## src/rtl/specific_seq_pkg.sv

```systemverilog
// Shared constants, state encoding and code helpers for the specific-sequence checker.
package specific_seq_pkg;

  localparam logic [2:0] SEQ_C0 = 3'b000;
  localparam logic [2:0] SEQ_C1 = 3'b001;
  localparam logic [2:0] SEQ_C2 = 3'b011;
  localparam logic [2:0] SEQ_C3 = 3'b101;
  localparam logic [2:0] SEQ_C4 = 3'b111;
  localparam logic [2:0] SEQ_C5 = 3'b010;

  localparam logic [2:0] SEQ_IDX_ILLEGAL = 3'd7;

  typedef enum logic [1:0] {
    StHunt,
    StTrack,
    StLocked
  } seq_state_e;

  // Illegal codes map to SEQ_C0 so callers never see X.
  function automatic logic [2:0] seq_succ(input logic [2:0] code);
    logic [2:0] nxt;
    case (code)
      SEQ_C0:  nxt = SEQ_C1;
      SEQ_C1:  nxt = SEQ_C2;
      SEQ_C2:  nxt = SEQ_C3;
      SEQ_C3:  nxt = SEQ_C4;
      SEQ_C4:  nxt = SEQ_C5;
      SEQ_C5:  nxt = SEQ_C0;
      default: nxt = SEQ_C0;
    endcase
    return nxt;
  endfunction

  function automatic logic [2:0] seq_index(input logic [2:0] code);
    logic [2:0] idx;
    case (code)
      SEQ_C0:  idx = 3'd0;
      SEQ_C1:  idx = 3'd1;
      SEQ_C2:  idx = 3'd2;
      SEQ_C3:  idx = 3'd3;
      SEQ_C4:  idx = 3'd4;
      SEQ_C5:  idx = 3'd5;
      default: idx = SEQ_IDX_ILLEGAL;
    endcase
    return idx;
  endfunction

endpackage

```

## src/rtl/specific_seq_decode.sv

```systemverilog
// Combinational classification of a sampled code against the previously accepted code.
module specific_seq_decode
  import specific_seq_pkg::*;
(
  input  logic [2:0] code_i,
  input  logic [2:0] prev_i,
  output logic [2:0] index_o,
  output logic       is_illegal_o,
  output logic       is_succ_o,
  output logic       is_hold_o
);

  assign index_o      = seq_index(code_i);
  assign is_illegal_o = (index_o == SEQ_IDX_ILLEGAL);
  assign is_succ_o    = !is_illegal_o && (code_i == seq_succ(prev_i));
  assign is_hold_o    = !is_illegal_o && (code_i == prev_i);

endmodule

```

## config.mk

```make
export PLATFORM = sky130hd
export DESIGN_NAME = specific_seq_decode
export DESIGN_NICKNAME = d
export VERILOG_FILES = /design/src/rtl/specific_seq_pkg.sv /design/src/rtl/specific_seq_decode.sv
export SDC_FILE = /design/constraint.sdc
export NUM_CORES = 1
export LEC_CHECK = 0
export BUFFER_PORTS_ARGS = -buffer_cell sky130_fd_sc_hd__buf_2
export CAP_MARGIN = 25
export CORE_AREA = 2 2 39 41
export DETAILED_ROUTE_END_ITERATION = 8
export DIE_AREA = 0 0 41 43
export PLACE_DENSITY = 0.37
export SLEW_MARGIN = 20
export SYNTH_ARGS = -nofsm -noshare
export SYNTH_HDL_FRONTEND = slang
export SYNTH_SLANG_ARGS = --single-unit
```

## constraint.sdc

```tcl
create_clock -name vclk -period 1.14
set_clock_uncertainty 0.15 [all_clocks]
set_input_delay 0.114 -clock vclk [all_inputs]
set_output_delay 0.114 -clock vclk [all_outputs]
set_load 0.05 [all_outputs]
```

==> metrics.txt, run 1 <==
DR vias 244; gr usage total 6.600%; RePlAce Congestion 0.5861; worst rel slew slack 81.99%; placed cell areas 350.3 sq um; Die Area 1763 sq um; layout clock buffer count 0; worst setup margin -184.8 ps; Slew @ Worst Pin 268.9 ps; Critical-path top delay cell o311ai_1; Layout area overhead 134.7%; critical path launch point type primary input; standard-cell rows 14; top post-synthesis cells by area buf_6, xor2_1, a21oi_1; Netlist cell types 16; Crit path largest cell delay 240 ps; violated checks negative setup slack; Pins Over Slew Limit 0; cell area after synthesis 180.2 sq um; vias in the first global route 226; grt ovf 0; post-detail-place hpwl 452.7 um; Cells after Synth 26; Final #Nets 53; fillers 150; global-route wire length before repair 876 um; buffers added on ports 12; Warnings, synthesis 0; static leakage 0.1795 nW; seq_cells 0; Std-Cell Core Area 1384 sq um; minimum clock period 1325 ps; Post-DRT Antenna Nets 0; Arr. time, crit path 1060 ps; Max-cap violations 0; DRT iter0 DRCs 2; largest net degree at the start of global routing 9; PnR Total Power 219.0 uW; max frequency 0.7548 GHz; Final TNS setup -328.1 ps; die height 43 um; Die X 41 um; wire per inst 8.820 um; cell area after layout 422.9 sq um; mean cell area of the mapped netlist 6.930 sq um; Total Wirelength 538 um; Reg area 0 sq um; I/O Pins 12; # setup viols final 2; vias per cell 4.000; Tcrit/Tclk final 116.2%; CP Capture Type output pin; crit path cell chain buf_8, xor2_1, o311ai_1, o211ai_1, o31ai_4, buf_6; Commonest cells post-synth a21oi_1, buf_6, nor2_1, xor2_1; ANT cells 0; # DRC 0; # hold bufs at CTS 0; Initial Utilization 13.02%; Hold Crit Class primary input to output pin; RSZ-0062 raised after global routing true; initial antenna violation count 0; post-synthesis sequential area ratio 0%; Power per Cell Area 517.9 nW/um^2; First-pass DRT Iterations 2; top cell type by total area after synthesis buf_6; Worst EP required 880 ps; maximum fanout along the worst path 3; peak supply drop 172.8 uV; status complete, but fails checks; final hold vios 0; syn nets 32; critical path type primary input to output pin; share of layout cells above drive strength 1 68.89%; top cell type's share of synthesized area 18.75%
==> metrics by stage <==
stage | setup slack, ps | instances | hold WS, ps | util (%)
final | -184.8 | 61 | 501.4 | 30.56
after global routing | -315.6 | 61 | 528.1 | 30.56
after CTS | -219.9 | 60 | 528.2 | 28.66
after detailed placement | -336.2 | 60 | 582.3 | 25.32
after global placement | -355.8 | 60 | 579.9 | 25.32
after floorplan | -195.0 | 26 | 264.0 | -
==> routing by layer <==
metal / wire length [um] / up-vias / track usage, %
met3: 50 / 0 / 0
met4: 0 / 0 / 0
met1: 273 / 99 / 10.16
met5: 0 / - / 0
met2: 214 / 10 / 10.63
li1: - / 135 / -
==> critical path, delay by kind of cell <==
family	cells	cell delay, ps
XOR/XNOR	1	150
AO/OA/AOI/OAI	3	520
buffers and inverters	2	280
==> report_power, final <==
part           internal (mW)  total (mW)  switching (mW)  leakage (nW)
registers                  0           0               0             0
logic                 0.0962       0.219           0.123         0.180
clock network              0           0               0             0
total                 0.0962       0.219           0.123         0.180
==> path summary, 6_finish.rpt <==
check | startpoint | endpoint | cells after the start
setup / recovery | code_i[2] | is_succ_o | 6
hold / removal | code_i[2] | index_o[1] | 4
==> timing repair <==
action / 4_1_cts / 5_1_grt
gates cloned: 0 / 0
setup buffers: 0 / 1
endpoints found under the hold margin: 0 / 0
setup endpoints to repair: 4 / 5
gates resized for setup: 16 / 6
pin swaps: 4 / 3
==> cell type report <==
cell class / count / area [sq um] / share of cell area [%]
Inverter: 2 / 7.507 / 1.775
Multi-Input combinational cell: 21 / 202.7 / 47.93
Timing Repair Buffer: 22 / 192.7 / 45.56
Tap cell: 16 / 20.02 / 4.734
==> cells by family after synthesis <==
kind of cell	share of synthesized area (%)
buffers and inverters	22.92
AO/OA/AOI/OAI	26.39
XOR/XNOR	19.45
AND/OR/NAND/NOR	31.25
==> layout by cell type, fill, tap and decap left out, types with 2 or more instances in the layout <==
cell type | Yosys | final
xor2_1 | 3 | 3
buf_6 | 3 | 6
nand4_1 | 2 | 2
buf_2 | 0 | 4
buf_4 | 0 | 10
a21oi_4 | 0 | 2
buf_8 | 0 | 2
Note: power is estimated with default switching activity, not from simulation.
==> run 2: changes to the inputs <==
Settings changed: PLACE_DENSITY 0.37 to unset, RECOVER_POWER set to 25.
Clock period 1.14 ns to 1.7 ns, I/O delays scaled along.
==> run 2 against run 1 <==
Compared with the run above:
- the flow now finishes without violations
- sequential share of layout area stayed put
- flip-flop and latch count stayed put
- cell area is 42% lower
- via count is 13% lower
- combinational power is 56% lower
- global-route usage is 1.3 points lower
- utilization is 13 points lower
- critical path depth stayed put
- routed wire length is 18% lower
- non-clock buffer count is 9 lower
- count of clock-buffer cells in the layout stayed put
- first-iteration DRC count is 100% lower
==> metrics.txt, run 2 (same netlist as run 1, synthesis figures left out) <==
# DRC 0; DRT iter0 DRCs 0; Die Area 1763 sq um; Worst EP required 1380 ps; Final TNS setup 0 ps; Total Wirelength 441 um; standard-cell rows 14; max frequency 0.6378 GHz; CP Capture Type output pin; I/O Pins 12; DR vias 213; vias per cell 4.096; Post-DRT Antenna Nets 0; worst slack, placed 127.9 ps; Reg area 0 sq um; Hold Crit Class primary input to output pin; Initial Utilization 13.02%; Max-cap violations 0; DR top layer met3; peak supply drop 156.5 uV; RSZ-0062 raised after global routing false; critical path type primary input to output pin; routed wl met2 136 um; Post-CTS Repair Setup Buffers 0; met3 routed WL 62 um; post-detail-place hpwl 364.8 um; final hold vios 0; seq_cells 0; gr usage total 5.295%; post_cts resized 0; maximum fanout along the worst path 9; Crit path largest cell delay 300 ps; First-pass DRT Iterations 1; initial antenna violation count 0; Critical-path top delay cell buf_2; global-route wire length before repair 717 um; commonest cells after routing, fill and taps aside buf_2, nor2_1, xor2_1; # hold bufs at CTS 0; Final #Nets 44; vias in the first global route 150; Layout area overhead 36.11%; M1 wire length 242 um; Pins Over Slew Limit 0; CP endpoint is_succ_o; critical path launch point code_i[2]; worst setup margin 132.1 ps; wire per inst 8.481 um; Std-Cell Core Area 1384 sq um; layout clock buffer count 0; CP most frequent cell buf_2; most common cell after layout, fill and taps aside buf_2; Power per Cell Area 389.0 nW/um^2; Die X 41 um; buffers added on ports 12; largest net degree at the start of global routing 11; # setup viols final 0; grt ovf 0; ANT cells 0; crit path cell chain buf_2, xor2_1, o311ai_1, o211ai_1, o31ai_2, buf_2; die height 43 um; static leakage 0.1050 nW; Arr. time, crit path 1250 ps; Slew @ Worst Pin 588.0 ps; critical path launch point type primary input; Tcrit/Tclk final 92.23%; status finished, final reports clean; share of layout cells above drive strength 1 41.67%; RePlAce Congestion 0.5742; minimum clock period 1568 ps; worst rel slew slack 60.97%
[run 2: cell count changes in the layout (fill, tap and decap cells not counted), sizes merged]
cell | before | now
clkbuf | 0 | 1
buf | 22 | 12
[run 2: metrics by stage]
stage | instances | power, mW | hold slack [ps] | area [sq um] | utilization, %
detailed placement | 52 | 0.09638 | 653.3 | 246.5 | 17.81
floorplan | 26 | 0.07685 | 431.8 | 192.7 | -
finish | 52 | 0.09540 | 663.8 | 245.2 | 17.72
global placement | 52 | 0.09556 | 648.5 | 246.5 | 17.81
CTS | 52 | 0.09664 | 655.0 | 246.5 | 17.81
global route | 52 | 0.1026 | 691.3 | 245.2 | 17.72
[run 2: power breakdown]
part | switching [mW] | internal (mW)
Combinational | 0.0682 | 0.0272
Clock | 0 | 0
Sequential | 0 | 0
[run 2: how the worst min path moves through the flow]
stage | slack, ps | start | to | cells after the start
finish | 660 | code_i[2] | is_succ_o | 3
CTS | 650 | code_i[1] | index_o[0] | 3
detailed placement | 650 | code_i[1] | index_o[0] | 3
global route | 690 | code_i[2] | is_succ_o | 3
global placement | 650 | code_i[1] | index_o[0] | 3
floorplan | 430 | prev_i[2] | is_hold_o | 2
[run 2: area by class of cell]
| type | count | area [sq um] |
|---|---|---|
| well taps | 16 | 20.02 |
| multi-input cells | 21 | 151.4 |
| fillers | 157 | 1139 |
| repair buffers | 13 | 66.31 |
| inverters | 2 | 7.507 |
[run 2: layer usage]
metal	track usage, %	vias to the layer above
li1	-	118
met1	10.76	83
met2	5.625	12
met3	0.5236	0
met4	0	0
met5	0	-
[run 2: critical path, delay by kind of cell]
kind / cells / cell delay [ps]
AOI/OAI and AO/OA: 3 / 450
xor gates and xnor gates: 1 / 170
buffers and inverters: 2 / 460
